### src/rtl/pwm_cfg_dispatcher.sv
// pwm_cfg_dispatcher: parses 14-byte UART config packets and hands PWM channel
// settings out over a valid/ready port, replying ACK/NAK over a second one.
`timescale 1ns/1ps
module pwm_cfg_dispatcher #(
  parameter int CH_NUM      = 4,
  parameter int TIMEOUT_CYC = 50000
) (
  input  logic              sys_clk,
  input  logic              sys_rst_n,
  input  logic [7:0]        rx_data,
  input  logic              rx_valid,
  output logic [CH_NUM-1:0] cfg_sel,
  output logic              cfg_ctrl_sta,
  output logic [7:0]        cfg_duty,
  output logic [15:0]       cfg_dessert,
  output logic [7:0]        cfg_pulse_num,
  output logic [31:0]       cfg_pat,
  output logic              cfg_valid,
  input  logic              cfg_ready,
  output logic              resp_valid,
  output logic [7:0]        resp_data,
  input  logic              resp_ready,
  output logic [15:0]       pkt_ok_cnt,
  output logic [15:0]       pkt_err_cnt,
  output logic [2:0]        err_code
);
  localparam int TW = $clog2(TIMEOUT_CYC + 1);
  localparam logic [7:0] CH_MAX = 8'(CH_NUM);
  typedef enum logic [2:0] {S_IDLE, S_PAYLOAD, S_CRC, S_TAIL, S_DISPATCH, S_RESP} state_t;
  state_t r_state, w_next;
  logic [87:0] r_pay;
  logic [3:0] r_idx;
  logic [7:0] r_sum, r_crc, r_duty, r_pn, r_resp;
  logic [15:0] r_des, r_ok, r_err;
  logic [31:0] r_pat;
  logic [2:0] r_code, w_err;
  logic r_ctrl;
  logic [TW-1:0] r_idle;
  logic [7:0] w_func, w_ch, w_chm1;
  logic w_rxst, w_to, w_tail, w_nak, w_ack;
  assign w_func = r_pay[87:80];
  assign w_ch = r_pay[79:72];
  assign w_chm1 = w_ch - 8'd1;
  assign w_rxst = r_state == S_PAYLOAD || r_state == S_CRC || r_state == S_TAIL;
  assign w_to = w_rxst && !rx_valid && r_idle == TW'(TIMEOUT_CYC - 1);
  assign w_tail = r_state == S_TAIL && rx_valid;
  // first failing check wins: tail, crc, func, channel
  assign w_err = rx_data != 8'hAA ? 3'd1 :
                 r_crc != r_sum ? 3'd2 :
                 (w_func != 8'h01 && w_func != 8'h02) ? 3'd3 :
                 (w_ch == 8'd0 || w_ch > CH_MAX) ? 3'd4 : 3'd0;
  assign w_nak = (w_tail && w_err != 3'd0) || w_to;
  assign w_ack = r_state == S_DISPATCH && cfg_ready;
  assign cfg_valid = r_state == S_DISPATCH;
  assign cfg_sel = cfg_valid ? CH_NUM'(1) << w_chm1 : '0;
  assign resp_valid = r_state == S_RESP;
  assign cfg_ctrl_sta = r_ctrl;
  assign cfg_duty = r_duty;
  assign cfg_dessert = r_des;
  assign cfg_pulse_num = r_pn;
  assign cfg_pat = r_pat;
  assign resp_data = r_resp;
  assign pkt_ok_cnt = r_ok;
  assign pkt_err_cnt = r_err;
  assign err_code = r_code;
  always_ff @(posedge sys_clk)
    if (!sys_rst_n) r_state <= S_IDLE;
    else r_state <= w_next;
  always_comb begin
    w_next = r_state;
    case (r_state)
      S_IDLE:     if (rx_valid && rx_data == 8'h55) w_next = S_PAYLOAD;
      S_PAYLOAD:  if (rx_valid && r_idx == 4'd10) w_next = S_CRC;
      S_CRC:      if (rx_valid) w_next = S_TAIL;
      S_TAIL:     if (rx_valid) w_next = w_err == 3'd0 ? S_DISPATCH : S_RESP;
      S_DISPATCH: if (cfg_ready) w_next = S_RESP;
      S_RESP:     if (resp_ready) w_next = S_IDLE;
      default:    w_next = S_IDLE;
    endcase
    if (w_to) w_next = S_RESP;
  end
  always_ff @(posedge sys_clk)
    if (!sys_rst_n) begin
      r_pay <= '0;
      r_idx <= '0;
      r_sum <= '0;
      r_crc <= '0;
      r_idle <= '0;
      r_ctrl <= 1'b0;
      r_duty <= '0;
      r_des <= '0;
      r_pn <= '0;
      r_pat <= '0;
      r_resp <= '0;
      r_ok <= '0;
      r_err <= '0;
      r_code <= '0;
    end else begin
      r_idle <= (rx_valid || !w_rxst) ? '0 : r_idle + 1'b1;
      if (r_state == S_IDLE && rx_valid && rx_data == 8'h55) begin
        r_idx <= '0;
        r_sum <= '0;
      end
      if (r_state == S_PAYLOAD && rx_valid) begin
        r_pay <= {r_pay[79:0], rx_data};
        r_idx <= r_idx + 4'd1;
        r_sum <= r_sum + rx_data;
      end
      if (r_state == S_CRC && rx_valid) r_crc <= rx_data;
      if (w_tail && w_err == 3'd0) begin
        r_ctrl <= w_func == 8'h02 ? 1'b0 : |r_pay[71:64];
        r_duty <= r_pay[63:56];
        r_des <= r_pay[55:40];
        r_pn <= r_pay[39:32];
        r_pat <= r_pay[31:0];
      end
      if (w_nak) begin
        r_code <= w_to ? 3'd5 : w_err;
        r_resp <= 8'h15;
      end
      if (w_ack) r_resp <= 8'h06;
      r_err <= r_err + {15'd0, w_nak && r_err != 16'hFFFF};
      r_ok <= r_ok + {15'd0, w_ack && r_ok != 16'hFFFF};
    end
endmodule
### config.mk
export PLATFORM = sky130hd
export DESIGN_NAME = pwm_cfg_dispatcher
export DESIGN_NICKNAME = d
export VERILOG_FILES = /design/src/rtl/pwm_cfg_dispatcher.sv
export SDC_FILE = /design/constraint.sdc
export NUM_CORES = 1
export LEC_CHECK = 0
export ABC_AREA = 0
export BUFFER_PORTS_ARGS = -buffer_cell sky130_fd_sc_hd__clkbuf_2
export CORE_ASPECT_RATIO = 0.6
export CORE_MARGIN = 8
export CORE_UTILIZATION = 25
export CTS_BUF_LIST = sky130_fd_sc_hd__clkbuf_16
export CTS_CLUSTER_DIAMETER = 30
export DETAILED_ROUTE_END_ITERATION = 8
export SYNTH_ARGS = -nofsm -noshare
export SYNTH_HDL_FRONTEND = slang
export SYNTH_SLANG_ARGS = --single-unit
### constraint.sdc
create_clock -name sys_clk -period 3.05 [get_ports sys_clk]
set_input_delay 0.915 -clock sys_clk [delete_from_list [all_inputs] [get_ports sys_clk]]
set_output_delay 0.915 -clock sys_clk [all_outputs]
set_load 0.01 [all_outputs]
; Yosys cells after proc, flatten, opt, wreduce, memory -nomap -nowiden
; Index checks and enable logic that the tools add are counted.
[totals]
regBits = 230
out_inout_bits = 114
inputBits = 13
[op_classes]
bitwise_logic = 1
magnitude_cmp = 1
mux = 22
shift = 1
addsub = 6
n_eq_ne = 27
reduce_logical = 34
[ops]
columns = operator, count
row1 = $mux W3, 14
row2 = $add A16 B1 Y16, 2
row3 = $ne A16 B16 Y1 const B, 2
row4 = $pmux W3 S6, 1
row5 = $add A16 B1 Y16 const B, 1
row6 = $eq A16 B16 Y1 const B, 1
row7 = $mux W8, 2
row8 = $logic_and A1 B1 Y1, 15
row9 = $mux W4, 3
row10 = $reduce_and A6 Y1, 2
row11 = $ne A3 B3 Y1 const B, 3
row12 = $add A8 B8 Y8, 1
row13 = $eq A8 B2 Y1 const B, 1
row14 = $eq A8 B7 Y1 const B, 1
row15 = $gt A8 B3 Y1 const B, 1
row16 = $logic_not A8 Y1, 1
row17 = $ne A8 B1 Y1 const B, 1
row18 = $ne A8 B2 Y1 const B, 1
row19 = $ne A8 B8 Y1, 1
row20 = $ne A8 B8 Y1 const B, 1
row21 = $reduce_or A8 Y1, 1
row22 = $shl A1 B8 Y4 const A, 1
row23 = $sub A8 B1 Y8 const B, 1
row24 = $eq A3 B2 Y1 const B, 2
row25 = other kinds (16), 32

; Logic depth before layout (Yosys ltp)
; Gate-level depths: netlist of the first run.
[depth]
ltp_word = 11
ltp_mapped = 13
depth_no_buf = 13

; Worst setup path before layout of the first run
; No wires, ideal clock.
[synth_path]
path_kind = input port to flip-flop
from = input rx_data[3]
to = register r_err[12] (netlist: pkt_err_cnt[12])
stages = 9
required_time_ns = 2.980
setup_slack_ns = 0.338
path_buffers = 0
setup_ns = 0.070
t_arrival_ns = 2.641
path_cell_list = nor4bb_1 and3_1 a21oi_2 a2bb2oi_1 ha_1 ha_1 nand4_1 or3_1 a21oi_1
[synth_between]
elab_chain_cells = 7
[synth_rtl]
columns = item, line_no
row1 = "start, declared", 10  ; input logic [7:0] rx_data,
row2 = $ne A8 B8 Y1, 48  ; assign w_err = rx_data != 8'hAA ? 3'd1 :
row3 = $mux W3, 48
row4 = $reduce_bool A3 Y1, 52  ; assign w_nak = (w_tail && w_err != 3'd0) || w_to;
row5 = $logic_and A1 B1 Y1, 52
row6 = $logic_or A1 B1 Y1, 52
row7 = $logic_and A1 B1 Y1, 122  ; r_err <= r_err + {15'd0, w_nak && r_err != 16'hFFFF};
row8 = $add A16 B1 Y16, 122
row9 = "end signal, assigned", 122
row10 = "end, declared", 34  ; logic [15:0] r_des, r_ok, r_err;
; Every way passes these cells.
; A chain may end at the register's enable or synchronous reset.

; Worst setup path after layout of the first run
[layout_path]
from = register r_pay[79]
to = output cfg_sel[0]
[layout_between]
elab_chain_cells = 3
[layout_rtl]
columns = item, line_no
row1 = "start, declared", 31  ; logic [87:0] r_pay;
row2 = "start signal, assigned", 105  ; r_pay <= {r_pay[79:0], rx_data};
row3 = $sub A8 B1 Y8, 43  ; assign w_chm1 = w_ch - 8'd1;
row4 = $shl A1 B8 Y4, 55  ; assign cfg_sel = cfg_valid ? CH_NUM'(1) << w_chm1 : '0;
row5 = $mux W4, 55
row6 = "end, declared", 12  ; output logic [CH_NUM-1:0] cfg_sel,
; Every way passes these cells.

==> metrics.yaml, run 1 <==
outcome:
  status: "finished clean"
logic_synthesis:
  ys_seq_area_frac: 0.4905
  synth_top_family_by_area: "simple AND/OR/NAND/NOR gates"
  ys_types: 59
  ys.flop_type: "dfxtp_1"
  yosys_warnings: 0
  synth_top_area_share: 0.4905
  synth_top_cell_by_area: "dfxtp_1"
  synth_compound_area_frac: 0.1558
  async_flop_share: 0
  synth_cells: 1136
  ys_ff_latch: 230
  syn_area_per_cell_um2: 8.263
  ys_top_cells_by_area: "dfxtp_1 (49%), a21oi_1 (9.2%), nand2_1 (8.2%), nand3_1 (5.0%), xor2_1 (3.1%)"
  synth_edf_count: 0
  synthMuxAreaShare: 0.009731
  synthAdderAreaFrac: 0.02346
  synthSimpleGateAreaFrac: 0.2226
  synth_xor_area_frac: 0.04945
  syn_area_mm2: 0.009387
die:
  die_y_um: 166.1
  die_w_um: 266.2
  start_util: 0.2512
  core_region_area_mm2: 0.03737
  pin_count: 127
  die-area_mm2: 0.04421
  rows: 55
placement:
  gp_congestion: 0.8001
  placedInstanceArea_mm2: 0.01063
  post-dp-hpwl_mm: 18.06
  place.port_buffers: 122
global_routing:
  grt_max_degree: 96
  antenna_found_initial: 0
  grt_pass1_vias: 7931
  grtUsageMet2: 0.1738
  track_usage: 0.1190
  grt_pass1_wl_mm: 43.66
  grt_overflow: 0
  top_usage_layer: "met2"
  use_met1: 0.1666
  gr-usage-met3: 0.03505
clock_tree:
  cts_max_level: 2
  ctsRootBufferMaster: "clkbuf_16"
  numCtsBuffers: 47
  clk_pin_slew_ns: 0.05
  ctsHoldBuffers: 0
  cts_sinks: 230
  cts_tree: "built"
  cts_setup_buffers: 0
  ctsLongestPathBuffers: 3
  clock_latency_ns: 0.55
layout:
  seqCellArea_mm2: 0.004604
  filler_cell_count: 3906
  area_growth_pct: 31.76
  final_util: 0.3310
  final_nets: 1293
  final_common_cell: "dfxtp_1"
  mostFrequentLayoutCells: "dfxtp_1 (230), nand2_1 (206), a21oi_1 (173)"
  multiInputGateArea_mm2: 0.004425
  finalInstanceArea_mm2: 0.01237
  layout-drive-gt1-share: 0.1968
worst_setup_path:
  crit_path_end_kind: "primary output"
  worstPathRequired_ns: 2.13
  crit_fanout: 4
  arrival_ns: 2.06
  startpoint_type: "register"
  r2r_slack_ns: 0.28
  path_class: "reg2out"
timing:
  setup_viol: 0
  max_freq_ghz: 0.3356
  period_needed_ns: 2.980
  final.setup_skew_ns: 0.02232
  worstMarginPinSlew_ns: 1.146
  drv_slew: 0
  slew_headroom: 0.2327
  fin_crit_sh: 0.9769
  rsz0062_at_grt: "yes"
  finalHoldViolCount: 0
  hold_ws_ns: 0.4530
power:
  power.density_mw_per_mm2: 726.7
  total_power_mw: 8.987
  p_leak_nw: 4.590
  peakVddDrop_mv: 0.3981
route:
  wl_mm: 27.27
  num_vias: 8440
  drt_pre_antenna_iters: 5
  drt-initial-drc-count: 564
  via_per_inst: 4.650
  wl_per_cell_um: 15.03
  antenna_left: 0
  post-route-drc-count: 0
job:
  cap_viol_max_count: 0
min_path:
  hold_class: "reg2reg"
[path summary, 6_finish.rpt]
check                                               start                    endpoint  depth (start not counted)
worst max-delay path               r_pay[79]$_SDFFE_PN0P_                  cfg_sel[0]                          5
worst min-delay path            cfg_ctrl_sta$_SDFFE_PN0P_   cfg_ctrl_sta$_SDFFE_PN0P_                          2
worst max register to register     r_pay[72]$_SDFFE_PN0P_  pkt_err_cnt[11]$_SDFF_PN0_                         12
worst min register to register  cfg_ctrl_sta$_SDFFE_PN0P_   cfg_ctrl_sta$_SDFFE_PN0P_                          2
[repair_timing]
item                       in CTS  in global routing
pin swaps                       2                  0
hold endpoints to repair        0                  0
setup endpoints to repair       4                  6
gates resized for setup         9                  3
cloned                          0                  0
[stage by stage]
| step | cells | setup TNS [ns] | setup slack [ns] |
|---|---|---|---|
| global route | 1814 | -0.001122 | -0.001122 |
| CTS | 1814 | 0 | 0.02774 |
| detailed placement | 1727 | -0.2641 | -0.08495 |
| floorplan | 1139 | 0 | 0.3382 |
| finish | 1815 | 0 | 0.07044 |
| global placement | 1727 | -0.1861 | -0.06332 |
[synth_stat cells, drive strengths merged, types with 10 or more instances]
master    n
dfxtp   230
nand2   206
a21oi   174
nand3    93
o21ai    73
nor2     64
clkbuf   54
xor2     33
buf      30
xnor2    20
ha       16
nand4    15
and3     14
nor3     14
inv      13
or3      10
[power by group]
| group | leakage, nW | switching [mW] | internal [mW] |
|---|---|---|---|
| Combinational | 1.91 | 0.368 | 0.173 |
| Sequential | 1.85 | 0.0621 | 3.06 |
| Clock | 0.829 | 1.67 | 3.65 |
[sequential cells by signal, summed over array words and instances (netlist names)]
name	cells
cfg_pat	32
pkt_ok_cnt	16
resp_data	3
r_sum	8
r_pay	88
r_idle	16
cfg_duty	8
pkt_err_cnt	16
cfg_ctrl_sta	1
r_idx	4
cfg_dessert	16
cfg_pulse_num	8
r_state	3
err_code	3
r_crc	8
[critical path: stages (launching register included)]
cell	delay (ns)
dfxtp_1	0.32
or4_4	0.59
nor2_4	0.15
nand3_4	0.11
nor3_4	0.20
buf_2	0.16
[cell families (layout without fill, tap and decap cells)]
family,after synthesis,count (layout)
compound gates,275,275
buf+inv,98,260
simple gates,453,453
fa+ha+maj,17,17
flops,230,230
xor+xnor,53,53
mux,9,9
other cells,1,5
[layer usage]
layer | up-vias | share of wire
li1 | 4174 | -
met1 | 4054 | 0.49
met2 | 168 | 0.43
met3 | 44 | 0.056
met5 | - | 0
met4 | 0 | 0.021
[area by class of cell]
class                      instances  area share
clock buffer                      47     0.09509
antenna                            1   0.0002023
sequential                       230      0.3723
multi-input combinational        811      0.3578
tap                              513     0.05190
timing repair buffer             159     0.07790
clock inverter                    40     0.04016
inverter                          14    0.004654
Power figures use the tool's default switching activity.
==> run 2, diff against run 1 <==
- CORE_UTILIZATION: 25 -> 47
- PLACE_DENSITY: default -> 0.67
- RECOVER_POWER: default -> 50
- clock period: 3.05 -> 2.8 ns (I/O delays scaled with it)
==> run 2 against run 1 <==
Global-route usage up 7.7 points. Worst hold slack better by 0.0099 ns. Critical endpoint is now cfg_sel[1]. Sequential power up 8.7%. Sequential cell count unchanged. Largest power group unchanged. Clock-buffer cell count down 10. The flow now finishes with violations (setup timing). Clock power down 17%.
==> metrics.yaml, run 2 (same netlist as run 1, synthesis figures left out) <==
clock_tree:
  cts_tree: "built"
  cts_max_level: 2
  ctsRootBufferMaster: "clkbuf_16"
  numCtsBuffers: 37
  cts_sinks: 230
  clk_pin_slew_ns: 0.05
  clock_latency_ns: 0.50
  ctsLongestPathBuffers: 3
  ctsHoldBuffers: 0
route:
  via_per_inst: 5.337
  antenna_left: 0
  wl_mm: 25.39
  drt_pre_antenna_iters: 5
  num_vias: 8411
  drt-initial-drc-count: 708
  post-route-drc-count: 0
  wl_per_cell_um: 16.11
min_path:
  whs_path_depth: 1
  hold_start: "r_idle[0]$_SDFF_PP0_"
  whs_endpoint: "r_idle[0]$_SDFF_PP0_"
  hold_class: "reg2reg"
layout:
  layout-drive-gt1-share: 0.1374
  mostFrequentLayoutCells: "dfxtp_1 (227), nand2_1 (206), a21oi_1 (173)"
  regMostFlops: "r_pay"
  fin_cells: 1576
  final_common_cell: "dfxtp_1"
  n_antenna_cell: 0
  largest_reg_flops: 88
  area_growth_pct: 25.15
  final_nets: 1306
power:
  total_power_mw: 8.409
  peakVddDrop_mv: 0.4654
  p_leak_nw: 4.148
  power.density_mw_per_mm2: 715.8
timing:
  drv_slew: 0
  finalHoldViolCount: 0
  rsz0062_at_grt: "yes"
  setup_viol: 2
  setup_ws_ns: -0.007444
  worstMarginPinSlew_ns: 1.118
  fin_setup_tns_ns: -0.01077
  final.setup_skew_ns: 0.02454
  period_needed_ns: 2.807
  slew_headroom: 0.2550
  max_freq_ghz: 0.3562
  fin_crit_sh: 1.003
global_routing:
  track_usage: 0.1960
  grt_pass1_wl_mm: 41.01
  antenna_found_initial: 0
  grt_pass1_vias: 7829
  grt_max_degree: 103
  grt_overflow: 0
worst_setup_path:
  rr_worst_depth: 13
  crit-reg2reg-launch: "r_pay[79]$_SDFFE_PN0P_"
  startpoint_type: "register"
  arrival_ns: 1.97
  crit_path_end_kind: "primary output"
  startpoint: "r_pay[79]$_SDFFE_PN0P_"
  r2r_end: "pkt_err_cnt[5]$_SDFF_PN0_"
  crit_fanout: 4
  worstPathRequired_ns: 1.96
  path_class: "reg2out"
  r2r_slack_ns: 0.08
die:
  die_y_um: 125.5
  die_w_um: 198.4
  die-area_mm2: 0.02490
  rows: 40
  core_region_area_mm2: 0.01982
  pin_count: 127
  start_util: 0.4736
job:
  cap_viol_max_count: 0
placement:
  post-dp-hpwl_mm: 16.55
  dp.cells: 1508
  place.port_buffers: 122
  gp_congestion: 0.8505
outcome:
  violations: "setup timing"
  status: "finished with violations"
run 2: changes by cell type in the layout (fill, tap and decap cells not counted), sizes merged:
cell,before,now
buf,38,57
clkinv,18,11
clkbuf,168,162
bufinv,10,5
diode,1,0
inv,22,23
run 2: layout make-up:
class                   instances  area (µm²)
fillers                      1842        8071
flip-flops and latches        230        4608
multi-input cells             811        4494
repair buffers                182        1035
clock buffers                  37       925.9
well taps                     273       341.6
clock inverters                29       285.3
inverters                      14       57.56
run 2: metrics by stage:
step                  util  cell area [µm²]  hold WS [ns]  setup WS (ns)
floorplan                -             9398        0.4297         0.1632
global placement    0.5312            10530        0.4444        -0.1504
detailed placement  0.5312            10530        0.4570        -0.2618
CTS                 0.5967            11830        0.4627        -0.1074
global route        0.5927            11750        0.4891       -0.09944
finish              0.5927            11750        0.4628      -0.007444
run 2: worst max-delay path, stage by stage (launching register included):
cell and delay (ns):
dfxtp_1 0.31, or4_4 0.54, buf_6 0.14, nor2_4 0.09
nand3_4 0.11, nor3_2 0.12, buf_2 0.15
run 2: metal layers:
metal | GRT usage | up-vias | wire length (µm)
met5 | 0 | - | 0
met4 | 0.03995 | 0 | 337
met3 | 0.04366 | 34 | 1708
met2 | 0.2736 | 220 | 10380
met1 | 0.3000 | 3965 | 12960
li1 | - | 4192 | -
run 2: power breakdown:
group | switching [mW] | internal (mW) | leakage [nW] | total (mW)
Clock | 1.56 | 2.87 | 0.601 | 4.43
Sequential | 0.0613 | 3.33 | 1.85 | 3.39
Combinational | 0.409 | 0.183 | 1.69 | 0.592
Total | 2.03 | 6.38 | 4.15 | 8.41
run 2: how the worst max path moves through the flow:
stage                                 endpoint  slack [ns]  cells after the start
finish                              cfg_sel[1]      -0.007                      6
global route                        cfg_sel[0]        -0.1                      6
CTS                                 cfg_sel[1]       -0.11                      6
detailed placement   pkt_err_cnt[4]$_SDFF_PN0_       -0.26                     12
global placement     pkt_err_cnt[8]$_SDFF_PN0_       -0.15                     12
floorplan           pkt_err_cnt[12]$_SDFF_PN0_        0.16                      9
run 2: what timing repair did:
action	4_1_cts	5_1_grt
setup endpoints to repair	15	17
resized for setup	18	16
setup buffers	1	2
pin swaps	7	16
gates cloned	0	0
==> run 3, diff against run 2 <==
- CORE_MARGIN: 8 -> default
==> run 3 against run 2 <==
The run now ends clean. First-iteration DRC count fell by 4.9%. Sequential power about the same. Global-route usage up 3.6 points. Core utilization rose by 1.3 points. Clock power is 6.5% higher. Cell count fell by 1.6%. Clock skew decreased by 0.0079 ns. Critical endpoint is now cfg_sel[2]. Highest routed layer unchanged.
==> metrics.yaml, run 3 (same netlist as run 1, synthesis figures left out) <==
timing:
  worstMarginPinSlew_ns: 1.214
  period_needed_ns: 2.722
  final.setup_skew_ns: 0.01661
  setup_ws_ns: 0.07841
  rsz0062_at_grt: "yes"
  fin_crit_sh: 0.9720
  setup_viol: 0
  hold_ws_ns: 0.4564
  drv_slew: 0
  finalHoldViolCount: 0
  slew_headroom: 0.1868
  max_freq_ghz: 0.3674
die:
  die_w_um: 184.4
  pin_count: 127
  die-area_mm2: 0.02056
  rows: 39
  start_util: 0.4870
  die_y_um: 111.5
  core_region_area_mm2: 0.01927
worst_setup_path:
  startpoint_type: "register"
  crit-reg2reg-launch: "r_pay[79]$_SDFFE_PN0P_"
  r2r_end: "pkt_err_cnt[10]$_SDFF_PN0_"
  arrival_ns: 1.88
  rr_worst_depth: 11
  r2r_slack_ns: 0.11
  worstPathRequired_ns: 1.96
  startpoint: "r_pay[79]$_SDFFE_PN0P_"
  path_class: "reg2out"
  crit_path_end_kind: "primary output"
  crit_fanout: 4
route:
  drt_pre_antenna_iters: 5
  drt-initial-drc-count: 673
  antenna_left: 0
  wl_per_cell_um: 15.31
  via_per_inst: 5.397
  wl_mm: 23.73
  post-route-drc-count: 0
  num_vias: 8366
power:
  peakVddDrop_mv: 0.4042
  clockPowerShare: 0.542
  total_power_mw: 8.712
  pwr-share-comb: 0.068
  power.density_mw_per_mm2: 745.7
  p_sw_mw: 1.973
  p_leak_nw: 4.099
  swShare: 0.2264
  pwr-share-seq: 0.389
  internal_power_mw: 6.739
global_routing:
  track_usage: 0.2315
  grt_pass1_wl_mm: 39.24
  use_met1: 0.3654
  antenna_found_initial: 1
  grt_overflow: 0
  grtUsageMet2: 0.3238
  grt_max_degree: 76
  grt_pass1_vias: 7640
  top_usage_layer: "met1"
  gr-usage-met3: 0.04253
clock_tree:
  numCtsBuffers: 36
  clk_pin_slew_ns: 0.05
  ctsLongestPathBuffers: 3
  ctsRootBufferMaster: "clkbuf_16"
  cts_max_level: 2
  clock_latency_ns: 0.49
  cts_tree: "built"
  ctsHoldBuffers: 0
  cts_sinks: 230
  cts_setup_buffers: 0
layout:
  regMostFlops: "r_pay"
  area_growth_pct: 24.47
  final_common_cell: "dfxtp_1"
  largest_reg_flops: 88
  layout-drive-gt1-share: 0.1216
  final_nets: 1290
  fin_cells: 1550
  filler_cell_count: 1781
  mostFrequentLayoutCells: "dfxtp_1 (230), nand2_1 (206), a21oi_1 (173)"
placement:
  post-dp-hpwl_mm: 15.29
  place.port_buffers: 122
  dpl_worst_slack_ns: -0.1051
  dp.cells: 1488
  gp_congestion: 0.8650
min_path:
  hold_start: "r_pay[84]$_SDFFE_PN0P_"
  hold_class: "reg2reg"
  whs_endpoint: "r_pay[84]$_SDFFE_PN0P_"
  whs_path_depth: 2
outcome:
  status: "finished clean"
job:
  cap_viol_max_count: 0
## run 3: changes by cell type in the layout (fill, tap and decap cells not counted), sizes merged
cell    before  now
diode        0    1
inv         23   17
clkinv      11    8
clkbuf     162  158
bufinv       5    9
buf         57   46
## run 3: power by group through the flow
stage / logic [mW] / registers, mW / clock network (mW)
floorplan: 0.417 / 3.43 / 0
global placement: 0.589 / 3.46 / 0
detailed placement: 0.591 / 3.46 / 0
global route: 0.658 / 3.40 / 5.00
finish: 0.594 / 3.39 / 4.72
CTS: 0.594 / 3.39 / 4.80
## run 3: area by class of cell
class / count / area, µm² / share of cell area
antenna: 1 / 2.502 / 0.0002142
clock buffer: 37 / 925.9 / 0.07925
clock inverter: 24 / 352.8 / 0.03020
inverter: 14 / 57.56 / 0.004926
multi-input combinational: 811 / 4453 / 0.3811
sequential: 230 / 4604 / 0.3941
tap: 266 / 332.8 / 0.02849
timing repair buffer: 167 / 954.7 / 0.08171
## run 3: layer usage
layer	vias up	wire [µm]	share of wire
li1	4161	-	-
met1	3941	12300	0.52
met2	235	9700	0.41
met3	29	1445	0.061
met4	0	280	0.012
met5	-	0	0
## run 3: worst max path at each step
stage | endpoint | slack [ns] | depth (start not counted)
after CTS | cfg_sel[0] | 0.02 | 5
final | cfg_sel[2] | 0.08 | 5
after detailed placement | pkt_err_cnt[10]$_SDFF_PN0_ | -0.11 | 11
after global routing | cfg_sel[0] | -0.03 | 5
after global placement | pkt_err_cnt[8]$_SDFF_PN0_ | -0.07 | 11
after floorplan | pkt_err_cnt[12]$_SDFF_PN0_ | 0.16 | 9
## run 3: critical path, cell delays in order (launching register included)
cell      delay [ns]
dfxtp_1         0.30
or4_4           0.57
nor2_4          0.15
nand3_4         0.11
nor3_2          0.12
clkbuf_2        0.15
## run 3: through the flow
stage	TNS (ns)	util	instance area [µm²]
after global placement	-0.2093	0.5413	10430
after global routing	-0.08387	0.6062	11680
after floorplan	0	-	9398
after CTS	0	0.6090	11740
after detailed placement	-0.6583	0.5413	10430
final	0	0.6062	11680
## run 3: timing repair
action                                  CTS  global route
pin swaps                                 1             2
gates resized for setup                   5            16
endpoints found under the setup margin    5            12
